## src/rtl/lfsr_stream_hash.sv

```systemverilog
// lfsr_stream_hash: keyed streaming hash. Each accepted DW-bit beat is folded
// into an HW-bit accumulator with a Toeplitz product keyed by a free-running
// LFSR. The digest is the accumulator XOR a per-message one-time-pad LFSR XOR
// the beat count.
//
// Ports:
//   clk, reset           clock; asynchronous active-high reset
//   seed_load, seed      reload the key LFSR (honoured in IDLE only)
//   in_valid/in_ready    beat handshake; in_data beat, in_last ends message
//   out_valid/out_ready  digest handshake; out_hash digest
//   busy                 high while a message is in flight or awaiting pickup

// One Toeplitz row: parity of the key window ANDed with the beat.
module lfsr_stream_hash_row #(
  parameter int DW = 8
) (
  input  logic [DW-1:0] key,
  input  logic [DW-1:0] data,
  output logic          bit_o
);
  assign bit_o = ^(key & data);
endmodule

module lfsr_stream_hash #(
  parameter int            DW       = 8,
  parameter int            HW       = 32,
  parameter logic [HW-1:0] POLY     = 32'h8020_0003,
  parameter logic [HW-1:0] OTP_INIT = '1
) (
  input  logic          clk,
  input  logic          reset,
  input  logic          seed_load,
  input  logic [HW-1:0] seed,
  input  logic          in_valid,
  output logic          in_ready,
  input  logic [DW-1:0] in_data,
  input  logic          in_last,
  output logic          out_valid,
  input  logic          out_ready,
  output logic [HW-1:0] out_hash,
  output logic          busy
);
  typedef enum logic [1:0] {IDLE, ABSORB, DONE} state_t;

  state_t        state;
  logic [HW-1:0] l_q, o_q, a_q;
  logic [15:0]   c_q;

  logic          accept, seed_now;
  logic [HW-1:0] seed_g, l_cur, l_nxt, o_nxt, a_nxt, c_ext, t;
  logic [HW+DW-2:0] key;
  logic [15:0]   c_nxt;

  function automatic logic [HW-1:0] step(input logic [HW-1:0] s);
    return {s[HW-2:0], ^(s & POLY)};
  endfunction

  assign in_ready = (state != DONE);
  assign busy     = (state != IDLE);
  assign accept   = in_valid && in_ready;
  assign seed_now = seed_load && (state == IDLE);

  // A zero seed would lock the LFSR at zero forever.
  assign seed_g = (seed == '0) ? HW'(1) : seed;

  // A seed loaded alongside a beat takes effect before that beat is keyed.
  assign l_cur = seed_now ? seed_g : l_q;

  // Circular key: row i wraps past the top of L back to its low bits.
  assign key = {l_cur[DW-2:0], l_cur};

  for (genvar i = 0; i < HW; i++) begin : g_row
    lfsr_stream_hash_row #(.DW(DW)) u_row (
      .key  (key[i+DW-1:i]),
      .data (in_data),
      .bit_o(t[i])
    );
  end

  assign l_nxt = step(l_cur);
  assign o_nxt = step(o_q);
  assign a_nxt = a_q ^ t;
  assign c_nxt = (c_q == 16'hFFFF) ? c_q : c_q + 16'd1;
  assign c_ext = HW'(c_nxt);

  always_ff @(posedge clk or posedge reset) begin
    if (reset) begin
      state     <= IDLE;
      l_q       <= HW'(1);
      o_q       <= OTP_INIT;
      a_q       <= '0;
      c_q       <= '0;
      out_hash  <= '0;
      out_valid <= 1'b0;
    end else begin
      case (state)
        IDLE, ABSORB: begin
          if (accept) begin
            l_q <= l_nxt;
            o_q <= o_nxt;
            a_q <= a_nxt;
            c_q <= c_nxt;
            if (in_last) begin
              out_hash  <= a_nxt ^ o_nxt ^ c_ext;
              out_valid <= 1'b1;
              state     <= DONE;
            end else begin
              state <= ABSORB;
            end
          end else if (seed_now) begin
            l_q <= seed_g;
          end
        end
        DONE: begin
          // L is deliberately kept so the next message sees a new key.
          if (out_ready) begin
            out_valid <= 1'b0;
            a_q       <= '0;
            c_q       <= '0;
            o_q       <= OTP_INIT;
            state     <= IDLE;
          end
        end
        default: state <= IDLE;
      endcase
    end
  end
endmodule

```

## config.mk

```make
export PLATFORM = sky130hd
export DESIGN_NAME = lfsr_stream_hash
export DESIGN_NICKNAME = d
export VERILOG_FILES = /design/src/rtl/lfsr_stream_hash.sv
export SDC_FILE = /design/constraint.sdc
export NUM_CORES = 1
export LEC_CHECK = 0
export ABC_AREA = 1
export CELL_PAD_IN_SITES_DETAIL_PLACEMENT = 1
export CELL_PAD_IN_SITES_GLOBAL_PLACEMENT = 1
export CORE_ASPECT_RATIO = 0.9
export CORE_MARGIN = 4
export CORE_UTILIZATION = 30
export DETAILED_ROUTE_END_ITERATION = 10
export PLACE_DENSITY_LB_ADDON = 0.3
export SLEW_MARGIN = 20
export SYNTH_ARGS = -nofsm -noshare
export SYNTH_HDL_FRONTEND = slang
export SYNTH_HIERARCHICAL = 1
export SYNTH_SLANG_ARGS = --single-unit
```

## constraint.sdc

```tcl
create_clock -name clk -period 6.16 [get_ports clk]
set_input_delay 1.232 -clock clk [delete_from_list [all_inputs] [get_ports clk]]
set_output_delay 1.232 -clock clk [all_outputs]
set_load 0.02 [all_outputs]
```

# Word level (Yosys, flattened, before mapping)
# Cells that the tools add are included.
[totals]
output_inout_bits = 35
ff_bits = 147
inputBits = 46
elab_cells = 116
[classes]
bitwise = 35
muxes = 21
n_reduce_logical = 45
add_sub_neg = 1
eq_ne = 7
[ops]
columns = ["op", "n"]
rows = [
  ["$and 8x8->8", 32],
  ["$reduce_xor 8->1", 32],
  ["$mux 32", 7],
  ["$pmux 32 s2", 2],
  ["$reduce_xor 32->1", 2],
  ["$xor 32x32->32", 2],
  ["$mux 16", 3],
  ["$logic_not 32->1", 1],
  ["$pmux 16 s2", 1],
  ["$xor 32x16->32", 1],
  ["$add 16x1->16 const B", 1],
  ["$eq 16x16->1 const B", 1],
  ["$ne 2x2->1 const B", 4],
  ["$mux 2", 3],
  ["$reduce_and 3->1", 2],
  ["$pmux 2 s2", 1],
  ["$reduce_and 4->1", 1],
  ["$reduce_bool 2->1", 2],
  ["$mux 1", 3],
  ["$eq 2x1->1 const B", 1],
  ["$eq 2x2->1 const B", 1],
  ["$logic_and 1x1->1", 2],
  ["$logic_not 2->1", 1],
  ["$pmux 1 s2", 1],
  ["other kinds (2)", 2],
]

# Logic depth before layout (Yosys ltp)
# Gate-level depths: netlist of the first run.
[depth]
ltp_word = 8
depth_mapped = 23
mapped_depth_nobuf = 22

# By module
# The synthesis of the first run kept the hierarchy.
[modules_own_cells]
columns = ["mod", "seq_area_each_um2", "area_per_inst_um2", "cells_each", "n_inst"]
rows = [
  ["lfsr_stream_hash", 3719.8, 7697.4, 887, 1],
  ["lfsr_stream_hash_row", 0.0, 226.5, 55, 32],
]

# Worst setup path after synthesis of the first run
# Ideal clock, no wire load.
[synth_path]
path_type = "in2reg"
from = "in seed_load"
to = "reg out_hash[4]"
setup_ns = 0.117
path_stages = 15
setup_slack_ns = 2.869
n_path_buf = 1
arrival_time_ns = 3.174
t_required_ns = 6.043
path_cell_list = "nand2_4 > buf_4 > o21ai_1 > nand2_2 > nand2_1 > nand2_2 > nand2_1 > nand2_1 > nand2_1 > nand2_1 > xnor2_1 > xor2_1 > or2_2 > nand3_1 > nand2_1"
[synth_between]
elab_chain_len = 7
[synth_rtl]
columns = ["element", "line", "text"]
rows = [
  ["from (decl)", "32", "input logic seed_load,"],
  ["$logic_and 1x1->1", "61", "assign seed_now = seed_load && (state == IDLE);"],
  ["$mux 32", "-", ""],
  ["via l_cur[11]", "50", "logic [HW-1:0] seed_g, l_cur, l_nxt, o_nxt, a_nxt, c_ext, t;"],
  ["$and 8x8->8", "21", "assign bit_o = ^(key & data);"],
  ["$reduce_xor 8->1", "21", ""],
  ["via t[4]", "50", ""],
  ["$xor 32x32->32", "82", "assign a_nxt = a_q ^ t;"],
  ["$xor 32x32->32", "104", "out_hash <= a_nxt ^ o_nxt ^ c_ext;"],
  ["$xor 32x16->32", "104", ""],
  ["to (signal assigned)", "104", ""],
  ["to (decl)", "40", "output logic [HW-1:0] out_hash,"],
]
# The timed path passes the listed nets, and every way through them passes these cells.
# A chain may end at the register's enable or synchronous reset.

# Worst setup path after layout of the first run
[layout_path]
from = "in seed_load"
to = "reg out_hash[10]"
# Same word-level chain as after synthesis.

==> metrics.md, run 1 <==
| Metric | Value |
|---|---|
| Final Max Tran Viols | 0 |
| DRT antenna net count | 0 |
| Endpoints failing setup | 0 |
| CTS Sinks | 147 |
| Total Nets Final | 2770 |
| Placed insts | 3375 |
| Crit path top cell by count | nand2_1 |
| DRT Wirelength | 52500 um |
| Post-synthesis sequential area ratio | 0.249 |
| Place WS | 1360 ps |
| Hold worst-path end | l_q[0] |
| Buffer count from post-CTS setup fixing | 0 |
| Number of synthesized flops with an enable pin | 0 |
| Setup TNS | 0 ps |
| Cts repair resizes | 0 |
| Worst-path cell chain | clkdlybuf4s50_1 > nand2_4 > inv_2 > nand2_1 > nand2_1 > nand2_1 > nand2_1 > nand2_1 > nand2_1 > nand2_1 > nand2_1 > nand2_1 > xnor2_1 > xor2_1 > or2_2 > nand3_1 > nand2_1 |
| Slew margin rel. | 0.325 |
| Worst path bufs/invs | 2 |
| Grt ovf | 0 |
| Die ar. | 0.0535 mm2 |
| Post-Syn Area | 0.0149 mm2 |
| Worst path top cell family by delay | simple AND/OR/NAND/NOR gates |
| Largest net degree at the start of global routing | 70 |
| Critical path class | primary input to flip-flop |
| Post-route insts no fill | 3407 |
| Layout area overhead | 13.9% |
| Cell count after synthesis | 2647 |
| Clock Skew | 13.5 ps |
| Crit. End Element | flip-flop |
| Final Hold Fails | 0 |
| FP Rows | 77 |
| Leakage power | 10.0 nW |
| Mean Syn Cell Area | 5.65 um2 |
| Peak supply drop | 0.000183 V |
| Worst setup SP type | primary input |
| Crit path largest cell delay | 580 ps |
| Flops & latches, synth | 147 |
| Post-layout min period | 4370 ps |
| CP max FO | 50 |
| Prevailing post-synth register cell | dfrtp_1 |
| R2R depth | 18 |
| R2R Setup Slk | 2230 ps |
| Max H-tree Level | 4 |
| CTS Root Cell | clkbuf_16 |
| Drt drc | 0 |
| Initial antenna violation count | 0 |
| DIE HEIGHT | 220 um |
| CTS tree | done |
| Num CTS Buffers | 17 |
| Synth warn | 6 |
| Gr usage total | 0.198 |
| CTS Buffer Depth | 2 |
| Syn Nets | 2694 |
| Hold_sp | l_q[0] |
| Port bufs | 80 |
| Hold Path Class | flip-flop to flip-flop |
| Area of the core | 0.0492 mm2 |
| Hold Path Cell Cnt | 2 |
| Core Util, Final | 0.346 |
| Hold WS | 480 ps |
| Skew-Pair Late Insertion Delay | 450 ps |
| Via count | 16064 |
| Initial DRC count | 738 |
| Worst Setup Slack, final | 1790 ps |
| RSZ-0062 raised after global routing | no |
| Critical Path Slowest Stage Cell | clkdlybuf4s50_1 |
| IO Pins | 81 |
| Drt via density | 4.71 |
| FILL cells | 6620 |
| Ys async rst share | 1.00 |
| WP data required | 6500 ps |
| DP HPWL | 39600 um |
| # diodes | 0 |
| Reg clk slew, reported paths | 70 ps |
| Power Dens Cells | 399 mW/mm2 |
| Status | completed |
| Critical R2R Capture | out_hash[2] |
| FF-to-FF Start | state[1] |
| Max Cap Viol | 0 |
| Post-synth cell types | 42 |
| Starting Density | 0.304 |
| Placer Congestion | 0.816 |
| First-pass GRT wire length | 85900 um |
| Routed length per placed instance | 15.4 um |
| Worst path arrival time | 4700 ps |
| Maximum operating frequency | 229 MHz |
| Fin crit share | 0.709 |
| Post-CTS Hold Buffers | 0 |
| Least-Margin Pin Slew | 1010 ps |
| First-pass iteration count of the detailed router | 5 |
| Die width | 243 um |
| Share of post-route cells with drive strength above 1 | 0.243 |
| Vias in the first global route | 17288 |
## registers in the layout, indices dropped and copies added (netlist names)
register	count
o_q	32
state	2
a_q	32
out_hash	32
out_valid	1
c_q	16
l_q	32
## routing by layer
layer	wire length, um	part of all wire	track usage	vias up
li1	-	-	-	8079
met1	22900	0.44	0.232	7728
met2	27000	0.51	0.377	182
met3	967	0.018	0.0197	75
met4	1680	0.032	0.0679	0
met5	0	0	0	-
## area by class of cell
cell class / count / area (um2) / area share
Sequential cell: 147 / 3720 / 0.219
Tap cell: 671 / 840 / 0.0493
Clock buffer: 17 / 425 / 0.0250
Clock inverter: 15 / 160 / 0.00941
Timing Repair Buffer: 96 / 886 / 0.0520
Multi-Input combinational cell: 2102 / 9640 / 0.566
Inverter: 359 / 1350 / 0.0795
## logic make-up (layout without fill, tap and decap cells)
logic type | after synthesis | in the layout | share of synthesized area
adders and majority gates | 1 | 1 | 0.000837
DFF | 147 | 147 | 0.249
and+or+nand+nor | 1864 | 1864 | 0.523
xor gates and xnor gates | 84 | 84 | 0.0492
buffers and inverters | 398 | 487 | 0.106
AOI/OAI and AO/OA | 153 | 153 | 0.0716
## Yosys cell counts, types with 2 or more instances
master	n	share of area
o211ai_2	8	0.0067
dfstp_2	33	0.058
a22o_1	3	0.0018
o21ai_1	9	0.0030
o22ai_1	7	0.0029
nor2_1	33	0.0083
buf_1	2	0.00050
nor2_2	5	0.0021
nor3_1	3	0.0010
o221ai_1	5	0.0029
buf_6	6	0.0045
inv_1	90	0.023
nor2_4	5	0.0038
a21oi_1	3	0.0010
o21ai_0	60	0.020
o221ai_2	4	0.0040
a22oi_1	30	0.015
xnor2_1	36	0.021
o211ai_1	7	0.0035
dfrtp_1	114	0.19
buf_2	14	0.0047
buf_4	2	0.0010
o21ai_2	14	0.0082
clkbuf_1	13	0.0033
inv_2	269	0.068
nand2_1	1510	0.38
xor2_1	48	0.028
nand2_2	263	0.11
or2_2	2	0.00084
nand3_1	37	0.012
## layout by cell type, fill, tap and decap left out, drive strengths merged, types with 30 or more instances in the layout
cell,n
dfstp,33
dfrtp,114
nand2,1774
xnor2,36
nand3,37
inv,367
o21ai,84
nor2,44
xor2,48
clkdlybuf4s50,73
a22oi,30
## per-stage QoR
stage	cell area, um2	total power, mW
5_1_grt	17000	7.45
3_5_place_dp	16400	5.79
2_1_floorplan	14900	4.54
6_report	17000	6.79
4_1_cts	17000	6.88
3_3_place_gp	16400	5.56
## how the worst max path moves through the flow
stage,start,endpoint,cells past startpoint
3_5_place_dp,seed_load,out_hash[2],16
4_1_cts,seed_load,out_hash[10],17
3_3_place_gp,seed_load,out_hash[2],16
6_report,seed_load,out_hash[10],17
2_1_floorplan,reset,a_q[0],1
5_1_grt,seed_load,out_hash[2],16
## worst min-delay path: cells and delay by family (launching register included)
kind	cells	cell delay, ps
simple gates	2	100
flops	1	380
## power by group
group          switching (mW)  leakage [nW]  internal (mW)
logic                    2.77          7.96           1.43
clock network           0.512         0.277          0.541
registers               0.218          1.79           1.32
total                    3.50          10.0           3.29
Power figures use the tool's default switching activity.
==> inputs of run 2 (changes only) <==
clock period = 3.8 ns   (was 6.16 ns; I/O delays follow)
==> run 2 against run 1 <==
Against the previous run:
- via count grew 1.2%
- design area grew 3.0%
- highest routed layer unchanged
- cell count grew 1.2%
- die area is the same
- clock skew grew 0.78 ps
==> metrics.md, run 2 (synthesis results as in run 1) <==
| Metric | Value |
|---|---|
| Reg clk slew, reported paths | 70 ps (about the same) |
| Worst path bufs/invs | 2 (unchanged) |
| Post-layout min period | 3460 ps |
| Share of post-route cells with drive strength above 1 | 0.255 (+0.0112) |
| CTS Root Cell | clkbuf_16 |
| Critical Path End | out_hash[28] |
| Final Hold Fails | 0 (unchanged) |
| Cts repair resizes | 0 (unchanged) |
| Placer Congestion | 0.838 (+2.7%) |
| Slew margin rel. | 0.458 (+0.134) |
| Net Sw Frac | 0.508 (-0.00724) |
| Num CTS Buffers | 17 (unchanged) |
| Least-Margin Pin Slew | 813 ps (-201 ps) |
| Crit path top cell by count | nand2_1 |
| Total Nets Final | 2811 (+1.5%) |
| DRT antenna net count | 0 (unchanged) |
| Sw power | 5.77 mW (+65%) |
| Critical Path Source | seed[12] |
| Post-route insts no fill | 3448 (+1.2%) |
| Most frequent cells in the layout | nand2_1 (1510), inv_2 (269), nand2_2 (263), dfrtp_1 (114), inv_1 (89) |
| CP max FO | 8 (-84%) |
| Routed length per placed instance | 15.7 um (+1.8%) |
| Max H-tree Level | 4 (unchanged) |
| Critical path class | primary input to flip-flop |
| WP data required | 4130 ps (-2370 ps) |
| Core Util, Final | 0.356 (+0.0102) |
| CTS Sinks | 147 (unchanged) |
| Placed insts | 3416 (+1.2%) |
| CTS Buffer Depth | 2 (unchanged) |
| Fin crit share | 0.911 |
| First-pass GRT wire length | 88500 um (+3.1%) |
| RSZ-0062 raised after global routing | no |
| DRT Wirelength | 54100 um (+3.0%) |
| FP Rows | 77 (unchanged) |
| Critical Path Stages | 19 (+2) |
| Max Cap Viol | 0 (unchanged) |
| Gr usage total | 0.206 (+0.00796) |
| Initial antenna violation count | 0 (unchanged) |
| Die width | 243 um (unchanged) |
| Vias in the first global route | 17539 (+1.5%) |
| First-pass iteration count of the detailed router | 5 (unchanged) |
| R2R Setup Slk | 600 ps (-1630 ps) |
| Comb pwr share | 0.622 (+0.004) |
| Starting Density | 0.304 (unchanged) |
| FF-to-FF Start | state[0] |
| Drt drc | 0 (unchanged) |
| Skew-Pair Late Insertion Delay | 470 ps (+20 ps) |
| Maximum operating frequency | 289 MHz |
| Seq pwr share | 0.220 (-0.007) |
| Post-CTS Hold Buffers | 0 (unchanged) |
| Commonest non-fill, non-tap cell in the layout | nand2_1 |
| Peak supply drop | 0.000353 V (+94%) |
| Die ar. | 0.0535 mm2 (unchanged) |
| CTS tree | done |
| Worst path arrival time | 3800 ps (-900 ps) |
| Endpoints failing setup | 0 (unchanged) |
| Port bufs | 80 (unchanged) |
| Final Max Tran Viols | 0 (unchanged) |
| Worst path top cell family by delay | simple AND/OR/NAND/NOR gates |
| Area of the core | 0.0492 mm2 (unchanged) |
| Grt ovf | 0 (unchanged) |
| Clock Skew | 14.3 ps (+0.783 ps) |
| Critical R2R Capture | out_hash[28] |
| DP HPWL | 40800 um (+3.3%) |
| Leakage power | 10.3 nW (+2.7%) |
| # diodes | 0 (unchanged) |
| Drt via density | 4.71 (about the same) |
| Crit path largest cell delay | 430 ps (-150 ps) |
| Critical Path Slowest Stage Cell | clkdlybuf4s50_1 |
| Int Pwr | 5.60 mW (+70%) |
| Crit. End Element | flip-flop |
| Power Dens Cells | 649 mW/mm2 (+63%) |
| Status | completed |
| DIE HEIGHT | 220 um (unchanged) |
| Worst-path cell chain | clkdlybuf4s50_1 > nor2_1 > nand3_1 > nor2_1 > nand2_1 > nor2_1 > nor2_1 > nor2_2 > buf_4 > nand2_2 > nand2_1 > nand2_1 > nand2_1 > nand2_1 > nand2_1 > nand2_1 > xnor2_1 > xor2_1 > o21ai_0 |
| Worst setup SP type | primary input |
| Layout area overhead | 17.3% |
| Initial DRC count | 649 (-12%) |
| IO Pins | 81 (unchanged) |
| Clk pwr share | 0.158 (+0.003) |
| R2R depth | 16 (-2) |
| Buffer count from post-CTS setup fixing | 0 (unchanged) |
| Via count | 16251 (+1.2%) |
| Hold Path Class | flip-flop to flip-flop |
| Largest net degree at the start of global routing | 77 (+10%) |
-- run 2: changes by cell type in the layout (fill, tap and decap cells not counted), sizes merged --
cell,previous run,this run
clkinvlp,3,4
inv,367,364
buf,23,64
bufinv,0,1
clkbuf,17,18
-- run 2: how the worst min path moves through the flow --
stage	startpoint	end	cells past startpoint
6_report	l_q[0]	l_q[0]	2
4_1_cts	l_q[0]	l_q[0]	2
3_3_place_gp	l_q[0]	l_q[0]	2
2_1_floorplan	l_q[0]	l_q[0]	2
3_5_place_dp	out_hash[14]	out_hash[14]	2
5_1_grt	l_q[0]	l_q[0]	2
-- run 2: metrics by stage --
stage          instance area, um2  power [mW]  setup slack [ps]  TNS [ps]  hold slack, ps
6_report                    17500        11.4               338         0             478
5_1_grt                     17500        12.5               132         0             520
2_1_floorplan               14900        7.36               981         0             447
3_3_place_gp                16900        9.29              -129      -176             462
4_1_cts                     17500        11.5               315         0             481
3_5_place_dp                16900        9.66              -162      -364             468
-- run 2: layer usage --
layer | part of all wire | vias up | GRT usage
li1 | - | 8150 | -
met1 | 0.43 | 7818 | 0.239
met2 | 0.51 | 190 | 0.390
met3 | 0.021 | 93 | 0.0228
met4 | 0.033 | 0 | 0.0789
met5 | 0 | - | 0
-- run 2: worst reg2reg max path, stage by stage (launching register included) --
cell	delay [ps]
dfrtp_1	480
nor2_8	230
nand2_4	190
inv_2	200
buf_12	150
nand2_1	50
nand2_1	430
nand2_1	200
nand2_1	120
nand2_1	80
nand2_1	80
nand2_1	60
nand2_1	50
nand2_1	100
xnor2_1	330
xor2_1	230
o21ai_0	100
-- run 2: layout make-up --
cell class              instances  area [um2]
clock buffers                  18         439
clock inverters                14         168
fillers                      6573       31700
inverters                     359        1350
multi-input cells            2102        9640
flip-flops and latches        147        3720
well taps                     671         840
repair buffers                137        1370
-- run 2: power groups by stage --
stage | Sequential (mW) | Clock (mW) | Combinational (mW)
final | 2.50 | 1.80 | 7.07
after global routing | 2.58 | 1.91 | 7.98
after CTS | 2.51 | 1.84 | 7.18
after detailed placement | 2.53 | 0 | 7.13
after global placement | 2.50 | 0 | 6.79
after floorplan | 2.64 | 0 | 4.71
